File: config.mk
export PLATFORM = sky130hd
export DESIGN_NAME = pixel_compositor
export DESIGN_NICKNAME = d
export VERILOG_FILES = /design/src/rtl/gfx_pkg.sv /design/src/rtl/palette_rom.sv /design/src/rtl/pixel_compositor.sv
export SDC_FILE = /design/constraint.sdc
export NUM_CORES = 1
export LEC_CHECK = 0
export ABC_AREA = 1
export BUFFER_PORTS_ARGS = -buffer_cell sky130_fd_sc_hd__buf_2
export CORE_MARGIN = 1.5
export CORE_UTILIZATION = 49
export DETAILED_ROUTE_END_ITERATION = 10
export HOLD_SLACK_MARGIN = 0.15
export PLACE_DENSITY = 0.75
export SYNTH_ARGS = -nofsm -noshare
export SYNTH_HDL_FRONTEND = slang
export SYNTH_SLANG_ARGS = --single-unit
File: constraint.sdc
create_clock -name PixelClk -period 4.6 [get_ports PixelClk]
set_clock_uncertainty 0.15 [all_clocks]
set_input_delay 0.92 -clock PixelClk [delete_from_list [all_inputs] [get_ports PixelClk]]
set_output_delay 0.92 -clock PixelClk [all_outputs]
set_load 0.05 [all_outputs]
File: src/rtl/gfx_pkg.sv
// Shared constants, the fade-state encoding and colour helpers for the
// pixel compositor: background tile indices, lane rows and brightness scaling.
package gfx_pkg;

    // Background palette indices
    localparam logic [5:0] ROAD_IDX  = 6'd8;
    localparam logic [5:0] GRASS_IDX = 6'd21;
    localparam logic [5:0] HUD_IDX   = 6'd63;

    // Tiles are 16x16 pixels, so the tile row is DrawY >> 4
    localparam int TILE_SHIFT = 4;

    // Tile rows holding the two road lanes and the HUD strip
    localparam logic [5:0] LANE_A_FIRST = 6'd10;
    localparam logic [5:0] LANE_A_LAST  = 6'd13;
    localparam logic [5:0] LANE_B_FIRST = 6'd20;
    localparam logic [5:0] LANE_B_LAST  = 6'd23;
    localparam logic [5:0] HUD_LAST_ROW = 6'd1;

    // Brightness limits
    localparam logic [3:0] LEVEL_MAX = 4'd15;
    localparam logic [3:0] LEVEL_MIN = 4'd0;

    typedef enum logic [1:0] {
        IDLE     = 2'd0,
        FADE_OUT = 2'd1,
        HOLD     = 2'd2,
        FADE_IN  = 2'd3
    } fade_state_t;

    // Palette contents: red, green and blue are overlapping 4-bit windows
    // of the index, which gives index 0 = black and index 63 = white.
    function automatic logic [11:0] palette_entry(input logic [5:0] idx);
        return {idx[5:2], idx[4:1], idx[3:0]};
    endfunction

    // (c * (lvl + 1)) >> 4 ; lvl = 15 is identity, lvl = 0 gives black
    function automatic logic [3:0] scale_channel(input logic [3:0] c,
                                                 input logic [3:0] lvl);
        logic [7:0] prod;
        prod = {4'd0, c} * ({4'd0, lvl} + 8'd1);
        return 4'(prod >> 4);
    endfunction

endpackage

File: src/rtl/palette_rom.sv
// 64-entry, 12-bit RGB palette with a registered read port. The output
// register doubles as the colour register of the second pipeline stage.
module palette_rom
    import gfx_pkg::*;
(
    input  logic        clk,
    input  logic        rst_n,
    input  logic [5:0]  addr,
    output logic [11:0] data
);

    // Synchronous palette read
    always_ff @(posedge clk or negedge rst_n) begin
        if (!rst_n) begin
            data <= 12'd0;
        end else begin
            data <= palette_entry(addr);
        end
    end

endmodule

File: src/rtl/pixel_compositor.sv
// Layer compositor for the game display: picks the winning palette index,
// looks it up, applies the fade brightness and keeps syncs aligned with
// colour over a two-stage pipeline. A small FSM runs the fade-out/fade-in.
module pixel_compositor
    import gfx_pkg::*;
(
    input  logic       PixelClk,
    input  logic       Reset,
    input  logic [9:0] DrawX,
    input  logic [9:0] DrawY,
    input  logic       Blank,
    input  logic       HSyncIn,
    input  logic       VSyncIn,
    input  logic [5:0] TextPixel,
    input  logic [5:0] P1Pixel,
    input  logic [5:0] P2Pixel,
    input  logic [5:0] MoneyPixel,
    input  logic [5:0] CarPixel,
    input  logic       CarTopHalf,
    input  logic       FadeReq,
    output logic [3:0] Red,
    output logic [3:0] Green,
    output logic [3:0] Blue,
    output logic       HSyncOut,
    output logic       VSyncOut,
    output logic       FadeBusy
);

    logic [5:0]  tile_row_s;
    logic [5:0]  bg_idx_s;
    logic [5:0]  sel_idx_s;
    logic [5:0]  idx_r;
    logic        blank1_r, hs1_r, vs1_r;
    logic        blank2_r, hs2_r, vs2_r;
    logic [11:0] pal_rgb_s;
    logic        vs_prev_r;
    logic        tick_s;
    fade_state_t state_r, state_nx_s;
    logic [3:0]  level_r, level_nx_s;
    logic        fade_busy_r;
    logic        unused_drawx_s;

    // The background depends on the row only; DrawX stays on the interface
    assign unused_drawx_s = ^DrawX;

    assign tile_row_s = 6'(DrawY >> TILE_SHIFT);

    // Background index from the tile row
    always_comb begin
        bg_idx_s = GRASS_IDX;
        if (((tile_row_s >= LANE_A_FIRST) && (tile_row_s <= LANE_A_LAST)) ||
            ((tile_row_s >= LANE_B_FIRST) && (tile_row_s <= LANE_B_LAST))) begin
            bg_idx_s = ROAD_IDX;
        end else if (tile_row_s <= HUD_LAST_ROW) begin
            bg_idx_s = HUD_IDX;
        end else begin
            bg_idx_s = GRASS_IDX;
        end
    end

    // Layer priority: first non-transparent index wins
    always_comb begin
        sel_idx_s = bg_idx_s;
        if (TextPixel != 6'd0) begin
            sel_idx_s = TextPixel;
        end else if (CarTopHalf && (CarPixel != 6'd0)) begin
            sel_idx_s = CarPixel;
        end else if (P1Pixel != 6'd0) begin
            sel_idx_s = P1Pixel;
        end else if (P2Pixel != 6'd0) begin
            sel_idx_s = P2Pixel;
        end else if (MoneyPixel != 6'd0) begin
            sel_idx_s = MoneyPixel;
        end else if (!CarTopHalf && (CarPixel != 6'd0)) begin
            sel_idx_s = CarPixel;
        end else begin
            sel_idx_s = bg_idx_s;
        end
    end

    // Stage 1: selected index plus video timing
    always_ff @(posedge PixelClk or negedge Reset) begin
        if (!Reset) begin
            idx_r    <= 6'd0;
            blank1_r <= 1'b0;
            hs1_r    <= 1'b1;
            vs1_r    <= 1'b1;
        end else begin
            idx_r    <= sel_idx_s;
            blank1_r <= Blank;
            hs1_r    <= HSyncIn;
            vs1_r    <= VSyncIn;
        end
    end

    palette_rom u_palette_rom (
        .clk   (PixelClk),
        .rst_n (Reset),
        .addr  (idx_r),
        .data  (pal_rgb_s)
    );

    // Stage 2: timing delayed alongside the registered palette colour
    always_ff @(posedge PixelClk or negedge Reset) begin
        if (!Reset) begin
            blank2_r <= 1'b0;
            hs2_r    <= 1'b1;
            vs2_r    <= 1'b1;
        end else begin
            blank2_r <= blank1_r;
            hs2_r    <= hs1_r;
            vs2_r    <= vs1_r;
        end
    end

    // Brightness is applied to the stage-2 colour; blanking forces black
    assign Red      = blank2_r ? scale_channel(pal_rgb_s[11:8], level_r) : 4'd0;
    assign Green    = blank2_r ? scale_channel(pal_rgb_s[7:4],  level_r) : 4'd0;
    assign Blue     = blank2_r ? scale_channel(pal_rgb_s[3:0],  level_r) : 4'd0;
    assign HSyncOut = hs2_r;
    assign VSyncOut = vs2_r;
    assign FadeBusy = fade_busy_r;

    // Frame tick on the falling edge of VSyncIn
    assign tick_s = vs_prev_r & ~VSyncIn;

    // Fade next-state and level; the end-point transition happens on the
    // tick that lands on the limit, so a whole fade spans 31 ticks
    always_comb begin
        state_nx_s = state_r;
        level_nx_s = level_r;
        case (state_r)
            IDLE: begin
                if (FadeReq) begin
                    state_nx_s = FADE_OUT;
                end else begin
                    state_nx_s = IDLE;
                end
            end
            FADE_OUT: begin
                if (tick_s) begin
                    if (level_r <= 4'd1) begin
                        level_nx_s = LEVEL_MIN;
                        state_nx_s = HOLD;
                    end else begin
                        level_nx_s = level_r - 4'd1;
                    end
                end else begin
                    level_nx_s = level_r;
                end
            end
            HOLD: begin
                if (tick_s) begin
                    state_nx_s = FADE_IN;
                end else begin
                    state_nx_s = HOLD;
                end
            end
            FADE_IN: begin
                if (tick_s) begin
                    if (level_r >= 4'd14) begin
                        level_nx_s = LEVEL_MAX;
                        state_nx_s = IDLE;
                    end else begin
                        level_nx_s = level_r + 4'd1;
                    end
                end else begin
                    level_nx_s = level_r;
                end
            end
            default: begin
                state_nx_s = IDLE;
                level_nx_s = LEVEL_MAX;
            end
        endcase
    end

    // Fade state, level, busy flag and vsync edge register
    always_ff @(posedge PixelClk or negedge Reset) begin
        if (!Reset) begin
            state_r     <= IDLE;
            level_r     <= LEVEL_MAX;
            fade_busy_r <= 1'b0;
            vs_prev_r   <= 1'b1;
        end else begin
            state_r     <= state_nx_s;
            level_r     <= level_nx_s;
            fade_busy_r <= (state_nx_s != IDLE);
            vs_prev_r   <= VSyncIn;
        end
    end

endmodule

==> results of run 1 <==
==> critical path: cells and delay by family (launching register included) <==
family | cells | cell delay (ps)
AOI/OAI and AO/OA | 5 | 640
xor gates and xnor gates | 1 | 190
adders and majority gates | 4 | 1370
buffers and inverters | 6 | 570
DFF | 1 | 580
and+or+nand+nor | 1 | 120
==> worst min path at each step <==
stage	end	depth (start not counted)	slack, ps	startpoint
3_3_place_gp	u_palette_rom.data[11]	0	180	idx_r[5]
3_5_place_dp	u_palette_rom.data[11]	0	180	idx_r[5]
2_1_floorplan	blank2_r	0	180	blank1_r
5_1_grt	u_palette_rom.data[11]	0	210	idx_r[5]
4_1_cts	u_palette_rom.data[11]	0	200	idx_r[5]
6_report	u_palette_rom.data[8]	0	200	idx_r[2]
==> logic make-up (layout without fill, tap and decap cells) <==
kind of cell,after synthesis,in the layout,synth area share
AO/OA/AOI/OAI,42,42,0.0829
XOR/XNOR,12,12,0.0401
adder cells (fa/ha/maj),46,46,0.234
buffers and inverters,93,188,0.128
flip-flops,25,25,0.226
multiplexers,2,2,0.00757
AND/OR/NAND/NOR,184,184,0.281
==> where the power goes <==
part | switching (W) | leakage, nW | internal [W]
clock | 0.0000606 | 0.0255 | 0.0000603
sequential | 0.0000400 | 0.276 | 0.000268
combinational | 0.00148 | 1.92 | 0.00117
==> sequential cells by signal (all words and copies together) (netlist names) <==
name / count
blank1_r: 1
level_r: 4
FadeBusy: 1
vs_prev_r: 1
state_r: 2
idx_r: 6
blank2_r: 1
HSyncOut: 1
u_palette_rom.data: 6
VSyncOut: 1
hs1_r: 1
==> through the flow <==
step           utilization  cells  area [um^2]  setup TNS [ps]  worst slack, ps
6_report             0.721    571         3970           -1210             -194
5_1_grt              0.721    571         3970           -2570             -355
4_1_cts              0.689    570         3790            -939             -221
3_5_place_dp         0.632    557         3480            -704             -235
3_3_place_gp         0.632    557         3480            -210            -95.5
2_1_floorplan            -    404         2920            -129            -57.6
==> final cells by class <==
type	instances	area share
timing repair buffer	95	0.171
multi-input combinational	286	0.550
sequential	25	0.160
clock buffer	3	0.0104
tap	72	0.0227
clock inverter	1	0.00126
inverter	89	0.0848
==> placed cells by master (no fill, tap or decap), drive strengths merged <==
cell type,instances
nand2,104
buf,95
inv,89
nor2,50
ha,35
o21ai,21
dfrtp,17
nand3,13
fa,11
a21oi,11
dfstp,8
nor3,8
nand4,7
xnor2,7
xor2,5
a21o,3
o22ai,3
clkbuf,3
a21boi,1
nor3b,1
or4,1
o211a,1
a31oi,1
mux2,1
a22oi,1
mux2i,1
clkinv,1
==> metal layers <==
metal / wire length (um) / part of all wire
met5: 0 / 0
met4: 147 / 0.022
met3: 188 / 0.028
met2: 3670 / 0.54
met1: 2740 / 0.41
==> repair_timing <==
item	in CTS	in global routing
pin swaps	24	33
buffers inserted	10	6
gates resized for setup	56	48
cloned	0	0
setup endpoints to repair	12	12
==> results.py, run 1 <==
metrics = {
    "die": {
        "start_util": 0.510,
        "rows": 27,
        "die-area_um2": 6200,
        "fp.dieH_um": 78.7,
        "io_pins": 72,
        "coreArea_um2": 5510,
        "die_w_um": 78.7,
    },
    "final_layout": {
        "area_delta_synth_final_pct": 41.3,
        "final_nets": 603,
        "register_area_um2": 636,
        "multi_input_area_um2": 2180,
        "fillCellCount": 419,
        "drive_gt1_frac": 0.375,
        "diodes": 0,
    },
    "logic_synthesis": {
        "syn-num-nets": 507,
        "synth_seq_area_share": 0.226,
        "yosys_warnings": 0,
        "syn_area_um2": 2810,
        "synth_top_area_cell": "ha_1",
        "async_reset_ff_frac": 1.00,
        "synth_area_leaders": "ha_1 16%, dfrtp_1 15%, nand2_1 13%",
        "yosysUniqueCellTypes": 35,
        "ys_seq_elements": 25,
        "synthCells": 404,
        "syn_area_per_cell_um2": 6.95,
        "synth_edf_count": 0,
        "synth.top_cell.area_share": 0.156,
        "synth.most_common_cell": "nand2_1",
        "synth_ff_type": "dfrtp_1",
        "synth_commonest_cells": "100 x nand2_1, 88 x inv_1, 47 x nor2_1",
    },
    "clock_tree": {
        "ctsHoldBuffers": 0,
        "cts-htree-levels": 1,
        "cts_num_sinks": 25,
        "insertion_delay_ps": 260,
        "cts_buffers": 3,
        "clkTransAtPathRegs_ps": 80,
        "clk_path_buf_depth": 2,
        "cts_root_buf": "clkbuf_8",
        "tritoncts": "built",
    },
    "timing": {
        "period_share": 1.04,
        "period_minus_slack_ps": 4790,
        "final-setup-viol-count": 9,
        "rsz0062_at_grt": "true",
        "slew_violations": 0,
        "worst_slack_ps": -194,
        "relSlewSlack": 0.591,
        "whs_ps": 200,
        "worst_pin_slew_ps": 613,
        "hold_violations": 0,
        "max_freq_mhz": 209,
    },
    "power_and_ir_drop": {
        "p_leak_nw": 2.22,
        "power_density_nw_per_um2": 774,
        "totalPowerFinal_w": 0.00307,
        "ir_drop_mv": 0.622,
    },
    "global_routing": {
        "grt_max_degree": 26,
        "grt_overflow": 0,
        "grt_pass1_vias": 2766,
        "grt_util_met1": 0.233,
        "track_usage": 0.215,
        "grt_pass1_wl_um": 10800,
        "grt_use_met3": 0.0161,
        "antenna_found_initial": 0,
        "grt-busiest-layer": "met2",
        "gr-usage-met2": 0.424,
    },
    "critical_path": {
        "critPathLaunch": "level_r[1]",
        "cp.required_ps": 3530,
        "cp-endpoint": "Blue[3]",
        "r2r_cells": 9,
        "reg2reg_setup_slack_ps": 2530,
        "crit_path_max_incr_delay_ps": 580,
        "end_kind": "output pin",
        "worstPathArrival_ps": 3720,
        "critPathMaxFanout": 4,
        "r2r_end": "level_r[2]",
        "crit_top_cell": "buf_6",
        "startpoint_type": "flop",
        "criticalPathCategory": "reg2out",
        "cp_cell_sequence": "ha_4 > xor2_4 > inv_4 > buf_6 > buf_6 > nor2_4 > inv_2 > fa_2 > fa_1 > inv_2 > ha_4 > a21oi_4 > o21ai_2 > a21oi_2 > o21ai_2 > a21oi_4 > buf_6",
        "r2r-start": "level_r[1]",
        "critPathSlowestCell": "dfstp_2",
    },
    "placement": {
        "place_hpwl_um": 4950,
        "io_buffers": 56,
        "place_congestion": 0.876,
    },
    "route": {
        "via_per_inst": 4.91,
        "drt_wl_total_um": 6740,
        "vias": 2806,
        "drc": 0,
        "initialDrtViolationCount": 87,
        "wl_per_cell_um": 11.8,
        "drt-pass1-iter-count": 4,
        "antenna_left": 0,
    },
    "run_status": {
        "outcome": "complete, but fails checks",
        "violations": "setup timing",
    },
    "job": {
        "cap_violations": 0,
    },
    "min_path": {
        "hp-class": "reg2reg",
    },
}
Note: power is estimated with default switching activity, not from simulation.
==> run 2, diff against run 1 <==
CORE_UTILIZATION = 54   (was 49)
PLACE_DENSITY = 0.78   (was 0.75)
clock period = 4.7 ns   (was 4.6 ns; I/O delays follow)
==> results.py, run 2 (synthesis gave the netlist of run 1 again) <==
metrics = {
    "clock_tree": {
        "clk_path_buf_depth": 2,
        "cts_root_buf": "clkbuf_8",
        "cts_num_sinks": 25,
        "insertion_delay_ps": 260,
        "cts_buffers": 3,
        "ctsHoldBuffers": 0,
        "cts-htree-levels": 1,
        "clkTransAtPathRegs_ps": 80,
        "tritoncts": "built",
    },
    "route": {
        "drc": 0,
        "vias": 2837,
        "wl_per_cell_um": 12.3,
        "drt-pass1-iter-count": 4,
        "drt_wl_total_um": 7000,
        "antenna_left": 0,
        "via_per_inst": 4.98,
        "initialDrtViolationCount": 88,
    },
    "critical_path": {
        "critPathLaunch": "level_r[0]",
        "end_kind": "output pin",
        "r2r-start": "level_r[1]",
        "crit_top_cell": "inv_2",
        "reg2reg_setup_slack_ps": 2640,
        "worstPathArrival_ps": 3840,
        "critPathMaxFanout": 4,
        "cp-endpoint": "Green[3]",
        "startpoint_type": "flop",
        "r2r_end": "level_r[1]",
        "critPathSlowestCell": "dfstp_2",
        "cp.required_ps": 3610,
        "crit_path_max_incr_delay_ps": 570,
        "cp_cell_sequence": "ha_4 > xor2_2 > inv_2 > buf_6 > nor2_4 > inv_2 > fa_1 > fa_1 > inv_2 > ha_4 > a21oi_4 > nor2_2 > o21ai_2 > nand2_1 > nand2_2 > nand2_4 > o21ai_4 > a21oi_4 > buf_6",
        "criticalPathCategory": "reg2out",
        "r2r_cells": 10,
    },
    "global_routing": {
        "antenna_found_initial": 0,
        "grt_max_degree": 26,
        "track_usage": 0.250,
        "grt_pass1_wl_um": 11100,
        "grt_pass1_vias": 2709,
        "grt_overflow": 0,
    },
    "timing": {
        "worst_slack_ps": -230,
        "period_minus_slack_ps": 4930,
        "tns_ps": -1300,
        "hold_violations": 0,
        "slew_violations": 0,
        "rsz0062_at_grt": "true",
        "period_share": 1.05,
        "worst_pin_slew_ps": 632,
        "max_freq_mhz": 203,
        "relSlewSlack": 0.579,
        "final-setup-viol-count": 8,
    },
    "die": {
        "die-area_um2": 5640,
        "fp.dieH_um": 75.1,
        "start_util": 0.554,
        "rows": 26,
        "die_w_um": 75.1,
        "coreArea_um2": 5070,
        "io_pins": 72,
    },
    "placement": {
        "io_buffers": 56,
        "place_hpwl_um": 5030,
        "dpl_worst_slack_ps": -196,
        "placed_area_um2": 3480,
        "place_congestion": 0.882,
    },
    "final_layout": {
        "final_nets": 604,
        "fin_util": 0.764,
        "diodes": 0,
        "fin_area_um2": 3880,
        "layout_commonest_cell": "nand2_1",
        "area_delta_synth_final_pct": 38.0,
        "drive_gt1_frac": 0.350,
        "mostFrequentLayoutCells": "92 x nand2_1, 79 x inv_1, 44 x buf_2",
        "fillCellCount": 379,
        "reg_top3": "idx_r (6), u_palette_rom.data (6), level_r (4)",
    },
    "power_and_ir_drop": {
        "ir_drop_mv": 0.469,
        "totalPowerFinal_w": 0.00286,
        "p_leak_nw": 2.20,
        "power_density_nw_per_um2": 738,
    },
    "min_path": {
        "hp-class": "reg2reg",
    },
    "job": {
        "cap_violations": 0,
    },
    "run_status": {
        "outcome": "complete, but fails checks",
        "violations": "setup timing",
    },
}
## run 2: changes by cell type in the layout (fill, tap and decap cells not counted), moves of 2 or more
cell     delta
buf_4       +3
buf_6       -2
inv_1       +2
nand2_1     +4
nand2_2     -2
nand2_4     -2
nor2_1      +2
nor3_1      +2
nor3_4      -2
## run 2: metrics by stage
| step | instances | hold WS [ps] |
|---|---|---|
| after detailed placement | 559 | 185 |
| after CTS | 570 | 203 |
| after global placement | 559 | 182 |
| final | 570 | 200 |
| after floorplan | 404 | 181 |
| after global routing | 570 | 212 |
## run 2: report_power, final
group | switching, W | total (W) | internal, W
sequential | 0.0000360 | 0.000298 | 0.000262
combinational | 0.00139 | 0.00244 | 0.00106
clock | 0.0000633 | 0.000123 | 0.0000598
## run 2: final cells by class
cell class / count / area, um^2 / area share
tap: 70 / 87.6 / 0.0226
clock buffer: 3 / 41.3 / 0.0106
multi-input combinational: 286 / 2090 / 0.540
inverter: 89 / 334 / 0.0862
sequential: 25 / 636 / 0.164
clock inverter: 1 / 7.51 / 0.00194
timing repair buffer: 96 / 678 / 0.175
## run 2: worst max-delay path, delay by kind of cell (launching register included)
family          cells  cell delay [ps]
fa+ha+maj           4             1440
flops               1              570
compound gates      4              480
buf+inv             5              470
simple gates        5              440
xor+xnor            1              170
## run 2: how the worst min path moves through the flow
| stage | endpoint | startpoint | depth (start not counted) |
|---|---|---|---|
| 4_1_cts | u_palette_rom.data[11] | idx_r[5] | 0 |
| 6_report | u_palette_rom.data[11] | idx_r[5] | 0 |
| 3_5_place_dp | blank2_r | blank1_r | 0 |
| 5_1_grt | u_palette_rom.data[8] | idx_r[2] | 0 |
| 2_1_floorplan | blank2_r | blank1_r | 0 |
| 3_3_place_gp | u_palette_rom.data[8] | idx_r[2] | 0 |
## run 2: what timing repair did
| action | CTS | global route |
|---|---|---|
| setup endpoints to repair | 12 | 12 |
| gates resized for setup | 41 | 45 |
| setup buffers | 7 | 7 |
| pin swaps | 14 | 31 |
## run 2: layer usage
metal	up-vias	wire length (um)	track usage
met1	1305	2890	0.300
met5	-	0	0
li1	1433	-	-
met2	89	3770	0.487
met3	10	235	0.0120
met4	0	106	0.0586
